[config.mk]
export PLATFORM = sky130hd
export DESIGN_NAME = sap1_control_unit_flat
export DESIGN_NICKNAME = d
export VERILOG_FILES = /design/src/rtl/sap1_pkg.sv /design/src/rtl/sap1_control_unit_if.sv /design/src/rtl/sap1_cw_decode.sv /design/src/rtl/sap1_control_unit.sv /design/src/flat_wrapper.sv
export SDC_FILE = /design/constraint.sdc
export NUM_CORES = 1
export LEC_CHECK = 0
export ABC_CLOCK_PERIOD_IN_PS = 1890
export BUFFER_PORTS_ARGS = -buffer_cell sky130_fd_sc_hd__buf_2
export CAP_MARGIN = 20
export CORE_MARGIN = 10
export CORE_UTILIZATION = 35
export CTS_CLUSTER_SIZE = 25
export DETAILED_ROUTE_END_ITERATION = 10
export GPL_ROUTABILITY_DRIVEN = 0
export PLACE_DENSITY = 0.62
export SLEW_MARGIN = 20
export SYNTH_ARGS = -nofsm -noshare
export SYNTH_HDL_FRONTEND = slang
export SYNTH_HIERARCHICAL = 1
export SYNTH_SLANG_ARGS = --single-unit
export TNS_END_PERCENT = 50
[constraint.sdc]
create_clock -name clk -period 1.89 [get_ports clk]
set_clock_uncertainty 0.15 [all_clocks]
set_input_delay 0.4725 -clock clk [delete_from_list [all_inputs] [get_ports clk]]
set_output_delay 0.4725 -clock clk [all_outputs]
set_load 0.02 [all_outputs]
[src/rtl/sap1_pkg.sv]
// Shared SAP-1 controller constants: T-state encodings, opcodes and control-word bit layout.
package sap1_pkg;

  typedef enum logic [5:0] {
    T1 = 6'b100000,
    T2 = 6'b010000,
    T3 = 6'b001000,
    T4 = 6'b000100,
    T5 = 6'b000010,
    T6 = 6'b000001
  } tstate_e;

  localparam logic [3:0] OP_LDA = 4'b0000;
  localparam logic [3:0] OP_ADD = 4'b0001;
  localparam logic [3:0] OP_SUB = 4'b0010;
  localparam logic [3:0] OP_OUT = 4'b1110;
  localparam logic [3:0] OP_HLT = 4'b1111;

  // con = {Cp,Ep,Lm_n,CE_n,Li_n,Ei_n,La_n,Ea,Su,Eu,Lb_n,Lo_n}
  localparam int CW_W    = 12;
  localparam int CW_CP   = 11;
  localparam int CW_EP   = 10;
  localparam int CW_LM_N = 9;
  localparam int CW_CE_N = 8;
  localparam int CW_LI_N = 7;
  localparam int CW_EI_N = 6;
  localparam int CW_LA_N = 5;
  localparam int CW_EA   = 4;
  localparam int CW_SU   = 3;
  localparam int CW_EU   = 2;
  localparam int CW_LB_N = 1;
  localparam int CW_LO_N = 0;

  localparam logic [CW_W-1:0] CW_NOP = 12'h3E3;

  function automatic logic is_onehot6(input logic [5:0] v);
    return (v != 6'd0) && ((v & (v - 6'd1)) == 6'd0);
  endfunction

  function automatic logic is_defined_op(input logic [3:0] op);
    return (op == OP_LDA) || (op == OP_ADD) || (op == OP_SUB) ||
           (op == OP_OUT) || (op == OP_HLT);
  endfunction

endpackage

[src/rtl/sap1_control_unit_if.sv]
// Ring/IR inputs and control outputs of the SAP-1 controller-sequencer.
interface sap1_control_unit_if #(
  parameter int OPC_W = 4,
  parameter int CNT_W = 8
);
  logic [5:0]       t;
  logic [OPC_W-1:0] opcode;
  logic [11:0]      con;
  logic             hlt;
  logic             seq_err;
  logic [CNT_W-1:0] instr_cnt;

  modport master (output t, opcode, input con, hlt, seq_err, instr_cnt);
  modport slave  (input t, opcode, output con, hlt, seq_err, instr_cnt);
endinterface

[src/rtl/sap1_cw_decode.sv]
// Pure combinational {T-state, opcode} -> control word; anything not one-hot decodes to NOP.
module sap1_cw_decode
  import sap1_pkg::*;
#(
  parameter int OPC_W = 4
) (
  input  logic [5:0]       t,
  input  logic [OPC_W-1:0] opcode,
  output logic [CW_W-1:0]  con
);

  logic [3:0] op;
  assign op = 4'(opcode);

  // Start from NOP and toggle only the signals asserted in each microstep.
  always_comb begin
    con = CW_NOP;
    case (t)
      T1: begin
        con[CW_EP]   = 1'b1;
        con[CW_LM_N] = 1'b0;
      end
      T2: con[CW_CP] = 1'b1;
      T3: begin
        con[CW_CE_N] = 1'b0;
        con[CW_LI_N] = 1'b0;
      end
      T4: begin
        if (op == OP_LDA || op == OP_ADD || op == OP_SUB) begin
          con[CW_LM_N] = 1'b0;
          con[CW_EI_N] = 1'b0;
        end else if (op == OP_OUT) begin
          con[CW_EA]   = 1'b1;
          con[CW_LO_N] = 1'b0;
        end
      end
      T5: begin
        if (op == OP_LDA) begin
          con[CW_CE_N] = 1'b0;
          con[CW_LA_N] = 1'b0;
        end else if (op == OP_ADD || op == OP_SUB) begin
          con[CW_CE_N] = 1'b0;
          con[CW_LB_N] = 1'b0;
        end
      end
      T6: begin
        if (op == OP_ADD || op == OP_SUB) begin
          con[CW_LA_N] = 1'b0;
          con[CW_EU]   = 1'b1;
          con[CW_SU]   = (op == OP_SUB);
        end
      end
      default: con = CW_NOP;
    endcase
  end

endmodule

[src/rtl/sap1_control_unit.sv]
// SAP-1 controller-sequencer: control-word decode, HLT latch, ring checker, retire counter.
// Define SAP1_ILLEGAL_TRAP_EN to halt on undefined opcodes instead of treating them as NOP.
module sap1_control_unit
  import sap1_pkg::*;
#(
  parameter int OPC_W = 4,
  parameter int CNT_W = 8
) (
  input logic               clk,
  input logic               res_n,
  sap1_control_unit_if.slave bus
);

  logic [CW_W-1:0]  cw_raw;
  logic             t_onehot;
  logic             halt_op;
  logic             hlt_q, hlt_d;
  logic             seq_err_q, seq_err_d;
  logic [5:0]       exp_q, exp_d;
  logic [CNT_W-1:0] cnt_q, cnt_d;

  sap1_cw_decode #(.OPC_W(OPC_W)) u_decode (
    .t      (bus.t),
    .opcode (bus.opcode),
    .con    (cw_raw)
  );

  assign t_onehot = is_onehot6(bus.t);

`ifdef SAP1_ILLEGAL_TRAP_EN
  assign halt_op = (4'(bus.opcode) == OP_HLT) || !is_defined_op(4'(bus.opcode));
`else
  assign halt_op = (4'(bus.opcode) == OP_HLT);
`endif

  // The halt decode preempts the ring check and retire on its own edge.
  always_comb begin
    hlt_d     = hlt_q;
    seq_err_d = seq_err_q;
    exp_d     = exp_q;
    cnt_d     = cnt_q;
    if (!hlt_q) begin
      if (bus.t == T4 && halt_op) begin
        hlt_d = 1'b1;
      end else begin
        exp_d = {exp_q[0], exp_q[5:1]};
        if (bus.t != exp_q || !t_onehot) seq_err_d = 1'b1;
        if (bus.t == T6) cnt_d = cnt_q + CNT_W'(1);
      end
    end
  end

  // State advances on the falling edge, in step with the ring counter.
  always_ff @(negedge clk or negedge res_n) begin
    if (!res_n) begin
      hlt_q     <= 1'b0;
      seq_err_q <= 1'b0;
      exp_q     <= T1;
      cnt_q     <= '0;
    end else begin
      hlt_q     <= hlt_d;
      seq_err_q <= seq_err_d;
      exp_q     <= exp_d;
      cnt_q     <= cnt_d;
    end
  end

  assign bus.con       = (hlt_q || !t_onehot || !res_n) ? CW_NOP : cw_raw;
  assign bus.hlt       = hlt_q;
  assign bus.seq_err   = seq_err_q;
  assign bus.instr_cnt = cnt_q;

endmodule

[src/flat_wrapper.sv]
// flat-port wrapper written by rule: the top's interface ports become plain ports
module sap1_control_unit_flat import sap1_pkg::*;
#(
  parameter int OPC_W = 4,
  parameter int CNT_W = 8
)
  (clk, res_n, bus_t, bus_opcode, bus_con, bus_hlt, bus_seq_err, bus_instr_cnt);
  sap1_control_unit_if #(.OPC_W(OPC_W), .CNT_W(CNT_W)) bus_i ();
  input logic clk;
  input logic res_n;
  input wire logic [$bits(bus_i.t)-1:0] bus_t;
  input wire logic [$bits(bus_i.opcode)-1:0] bus_opcode;
  output wire logic [$bits(bus_i.con)-1:0] bus_con;
  output wire logic [$bits(bus_i.hlt)-1:0] bus_hlt;
  output wire logic [$bits(bus_i.seq_err)-1:0] bus_seq_err;
  output wire logic [$bits(bus_i.instr_cnt)-1:0] bus_instr_cnt;
  assign bus_i.t = bus_t;
  assign bus_i.opcode = bus_opcode;
  assign bus_con = bus_i.con;
  assign bus_hlt = bus_i.hlt;
  assign bus_seq_err = bus_i.seq_err;
  assign bus_instr_cnt = bus_i.instr_cnt;
  sap1_control_unit #(.OPC_W(OPC_W), .CNT_W(CNT_W)) u_core (.clk(clk), .res_n(res_n), .bus(bus_i));
endmodule
==> results.toml, run 1 <==
[logic_synthesis]
synthTopCellsByArea = "dfrtn_1, xnor2_1, mux2_2"
synthMostInstantiatedCell = "dfrtn_1"
synth_top_area_share_pct = 32.54
ys_dominant_reg_cell = "dfrtn_1"
netlist_instances = 114
synth-edff-count = 0
seq_area_frac_synth_pct = 34.82
avgSynthCellArea_um2 = 10.12
synth_top_area_cell = "dfrtn_1"
ys_top_cells_by_count = "dfrtn_1, xnor2_1, nand2b_1"
synth_seq_cells = 16
netlist_area_um2 = 1154
yosysUniqueCellTypes = 39
async_flop_share_pct = 100.0
syn_nets = 127
yosysWarnings = 6

[cells_and_area]
n_antenna_cell = 0
area_growth_pct = 72.23
fillerInstances = 265
finalNetCount = 208
final_cells = 238
final_util_pct = 64.03
drive_gt1_share_pct = 56.19

[floorplan]
start_util_pct = 37.18
core_um2 = 3103
dieHeight_um = 77.41
dieArea_um2 = 5992
fp-row-count = 20
ios = 34
die_x_um = 77.41

[run_status]
violations = "setup timing"
status = "finished, violations left"

[setup_path]
cpLargestDelayFamily = "flip-flops"
arrival_ns = 2.26
crit_required_ns = 1.27
endpoint_kind = "output port"
cpMostUsedCell = "buf_6"
slowest_delay_ns = 0.35
crit_path_top_delay_cell = "dfrtn_1"
worstPathCellList = "nand2b_4 > a21oi_4 > buf_6 > and2_4 > buf_6"
startpoint_type = "register"
path_class = "register to output port"
path_buf_inv = 2
path_max_fanout = 4

[global_routing]
grt_overflow_total = 0
antenna_found_initial = 0
grt_max_degree = 14
grt_pass1_vias = 1229
grt_pass1_wl_um = 5830
track_usage_pct = 11.59

[clocking]
clkTransAtPathRegs_ns = 0.06
htreeDepth = 1
cts_tree = "done"
numCtsBuffers = 3
clk_path_buf_depth = 2
ctsRootBufferMaster = "clkbuf_4"
cts_sinks = 16
clock_insertion_delay_worst_skew_ns = 0.33

[pwr]
peakVddDrop_uv = 476.7
netSwitchingPower_uw = 278.5
power_frac_seq_pct = 40.8
p_leak_nw = 0.9593
p_sw_share_pct = 29.92
clkPwrFrac_pct = 24.5
p_int_uw = 652.2
powerDensity_nw_per_um2 = 468.4
combinationalPowerShare_pct = 34.7

[sta]
relSlewSlack_pct = 75.90
rsz0062_at_grt = "yes"
hold_viol_final = 0
drv_slew = 0
setup_viol = 38
fin_ws_ns = -0.9936
tightest_slew_ns = 0.3593

[routing]
dr.pass1.iters = 4
routed_wirelength_um = 3440
antenna_left = 0
vias = 1175
drt_iter0_markers = 59
avgRoutedWirePerCell_um = 14.45
vias_per_cell = 4.937
drcViolationCount = 0

[placement]
pre_cts_ws_ns = -0.8648
port_buffers = 33
dp.cells = 230
hpwl_um = 2645

[flow_run]
cap_violations = 0

[worst_hold_path]
hp-class = "register to register"
[layout make-up]
type | count | area, µm² | share of cell area, %
multi-input combinational | 94 | 793.3 | 39.92
timing repair buffer | 78 | 693.2 | 34.89
sequential | 16 | 401.6 | 20.21
tap | 44 | 55.05 | 2.771
clock buffer | 4 | 36.28 | 1.826
clock inverter | 1 | 3.754 | 0.1889
inverter | 1 | 3.754 | 0.1889
[worst register-to-register path: stages (launching register included)]
cell and delay, ns:
dfrtn_1 0.35, buf_4 0.14, buf_6 0.10, buf_6 0.10, buf_6 0.11, buf_4 0.14
and4b_1 0.27, buf_6 0.13, mux2_4 0.30
[flip-flops by register name (all words and copies together) (netlist names)]
| name | count |
|---|---|
| u_core/bus.hlt | 1 |
| u_core/bus.instr_cnt | 8 |
| u_core/bus.seq_err | 1 |
| u_core/exp_q | 6 |
[routing by layer]
layer	track usage (%)	vias to the layer above	wire length [µm]
li1	-	577	-
met1	13.16	564	1494
met2	20.48	30	1770
met3	2.880	4	138
met4	4.197	0	36
met5	0	-	0
[layout by cell type, fill, tap and decap left out, drive strengths merged, types with 2 or more instances in the layout]
cell	Yosys	final
and4b	4	4
inv	2	2
and2	5	5
nor3b	3	3
nand2b	10	10
xor2	4	4
nor4	3	3
xnor2	11	11
nand2	3	3
and3	2	2
clkbuf	0	4
nor2b	3	3
dfrtn	15	15
a21oi	2	2
buf	2	78
nor2	8	8
mux2	7	7
nand4	8	8
nor3	4	4
and3b	3	3
o21ai	3	3
[power groups by stage]
stage               combinational (mW)  sequential [mW]  clock [mW]
floorplan                       0.0807            0.421     0.00662
finish                           0.323            0.380       0.228
CTS                              0.318            0.381       0.238
global route                     0.354            0.384       0.251
detailed placement               0.278            0.381     0.00662
global placement                 0.269            0.381     0.00662
[path summary, 6_finish.rpt]
path,depth (start not counted),slack [ns],to,start
worst max register to register,8,-0.05,u_core/bus.instr_cnt[1],u_core/bus.hlt
worst min-delay path,1,0.37,u_core/exp_q[1],u_core/exp_q[1]
min in group asynchronous,2,0.85,u_core/bus.instr_cnt[0],res_n
worst min register to register,1,0.37,u_core/exp_q[1],u_core/exp_q[1]
worst max-delay path,5,-0.99,bus_con[2],u_core/bus.hlt
max in group asynchronous,3,0.42,u_core/exp_q[2],res_n
[logic make-up (layout without fill, tap and decap cells)]
| kind of cell | count (synthesis) | count (layout) | share of synthesized area [%] |
|---|---|---|---|
| and+or+nand+nor | 61 | 61 | 36.23 |
| xor gates and xnor gates | 15 | 15 | 11.39 |
| adders and majority gates | 1 | 1 | 1.084 |
| buffers and inverters | 4 | 84 | 2.278 |
| AOI/OAI and AO/OA | 10 | 10 | 7.375 |
| muxes | 7 | 7 | 6.833 |
| DFF | 16 | 16 | 34.82 |
[repair_timing]
action | 4_1_cts | 5_1_grt
resized for setup | 58 | 4
setup endpoints to repair | 38 | 38
buffers inserted | 3 | 1
hold endpoints to repair | 0 | 0
hold buffers | 0 | 0
pin swaps | 14 | 3
[metrics by stage]
| stage | cell area (µm²) | power [mW] | TNS (ns) | hold WS, ns |
|---|---|---|---|---|
| 2_1_floorplan | 1200 | 0.5078 | -20.98 | 0.3305 |
| 3_3_place_gp | 1705 | 0.6566 | -23.43 | 0.3608 |
| 3_5_place_dp | 1705 | 0.6658 | -23.60 | 0.3669 |
| 4_1_cts | 1962 | 0.9373 | -24.88 | 0.3676 |
| 5_1_grt | 1987 | 0.9885 | -26.75 | 0.3949 |
| 6_report | 1987 | 0.9307 | -25.13 | 0.3694 |
(Power assumes the default switching activity.)
==> inputs of run 2 (changes only) <==
Settings changed: CORE_UTILIZATION 35 to 46, PLACE_DENSITY 0.62 to 0.77, SETUP_SLACK_MARGIN from default to 0.15.
==> results.toml, run 2 (synthesized netlist as in run 1, its figures left out) <==
[run_status]
status = "finished, violations left"
violations = "setup timing"

[sta]
drv_slew = 0
tightest_slew_ns = 0.3535
whs_ns = 0.3674
relSlewSlack_pct = 76.44
setup_viol = 38
rsz0062_at_grt = "yes"
hold_viol_final = 0
fin_ws_ns = -0.9885

[pwr]
peakVddDrop_uv = 589.2
p_leak_nw = 0.8915
powerDensity_nw_per_um2 = 477.1

[flow_run]
cap_violations = 0

[global_routing]
grt_overflow_total = 0
grt_pass1_wl_um = 5996
antenna_found_initial = 0
grt_pass1_vias = 1220
track_usage_pct = 14.33
grt_max_degree = 17

[routing]
avgRoutedWirePerCell_um = 15.27
routed_wirelength_um = 3345
drt_iter0_markers = 70
dr.pass1.iters = 4
antenna_left = 0
drcViolationCount = 0
vias_per_cell = 5.269
vias = 1154

[cells_and_area]
area_growth_pct = 64.21
final_cell_mix = "buf_4, buf_6, dfrtn_1"
final_util_pct = 77.88
layout_commonest_cell = "buf_4"
multiInputGateArea_um2 = 784.5
final_cells = 219
drive_gt1_share_pct = 53.97
finalNetCount = 203
fillerInstances = 155
largest_reg_flops = 8
layout.area.seq_um2 = 401.6
n_antenna_cell = 0

[clocking]
cts_tree = "done"
numCtsBuffers = 3
htreeDepth = 1
ctsRootBufferMaster = "clkbuf_4"
clk_path_buf_depth = 2
clock_insertion_delay_worst_skew_ns = 0.35
cts_sinks = 16
clkTransAtPathRegs_ns = 0.06

[setup_path]
arrival_ns = 2.26
slowest_delay_ns = 0.36
worstPathCellList = "nand2b_4 > a21oi_4 > buf_12 > and2_4 > buf_6"
path_class = "register to output port"
path_max_fanout = 12
reg2reg_slack_ns = 0.19
startpoint_type = "register"
endpoint_kind = "output port"
crit_path_top_delay_cell = "dfrtn_1"
crit_required_ns = 1.27

[floorplan]
ios = 34
die_x_um = 70.08
dieHeight_um = 70.08
start_util_pct = 47.43
dieArea_um2 = 4911
core_um2 = 2432
fp-row-count = 18

[worst_hold_path]
hp-class = "register to register"

[placement]
hpwl_um = 2480
pre_cts_ws_ns = -0.8590
port_buffers = 33
dp.cells = 208
-- run 2: routing by layer --
metal	part of all wire, %	track usage (%)	wire length [µm]
met1	41	16.61	1378
met5	0	0	0
met3	3.4	2.825	114
met4	0.42	1.974	14
met2	55	26.69	1838
-- run 2: final timing paths --
| check | startpoint | endpoint | cells after the start |
|---|---|---|---|
| setup reg to reg | u_core/bus.hlt | u_core/bus.instr_cnt[1] | 6 |
| hold reg to reg | u_core/exp_q[2] | u_core/exp_q[2] | 1 |
| hold / removal | u_core/exp_q[2] | u_core/exp_q[2] | 1 |
| max in group asynchronous | res_n | u_core/exp_q[5] | 2 |
| setup / recovery | u_core/bus.hlt | bus_con[4] | 5 |
| min in group asynchronous | res_n | u_core/exp_q[1] | 2 |
-- run 2: per-stage QoR --
stage,instance area (µm²),TNS (ns),power [mW]
finish,1894,-24.54,0.9038
detailed placement,1640,-23.89,0.6602
global placement,1640,-22.95,0.6446
floorplan,1200,-20.98,0.5078
global route,1894,-26.37,0.9609
CTS,1874,-24.53,0.9042
-- run 2: final cells by class --
type / count / area share (%)
flip-flops and latches: 16 / 21.20
inverters: 1 / 0.1982
well taps: 30 / 1.982
clock buffers: 3 / 1.189
repair buffers: 73 / 33.62
clock inverters: 2 / 0.3963
multi-input cells: 94 / 41.41
-- run 2: power by group --
| part | total [mW] | internal, mW | switching (mW) |
|---|---|---|---|
| clock network | 0.191 | 0.0795 | 0.112 |
| logic | 0.335 | 0.174 | 0.160 |
| registers | 0.378 | 0.365 | 0.0130 |
-- run 2: what timing repair did --
action / 4_1_cts / 5_1_grt
endpoints found under the hold margin: 0 / 0
hold buffers: 0 / 0
pin swaps: 14 / 2
gates resized for setup: 44 / 3
setup buffers: 6 / 1
setup endpoints to repair: 38 / 38
-- run 2: critical path, delay by kind of cell, from the launching register on --
kind	cells	cell delay [ns]
flip-flops	1	0.36
AND/OR/NAND/NOR	2	0.29
buffers and inverters	2	0.25
AO/OA/AOI/OAI	1	0.13
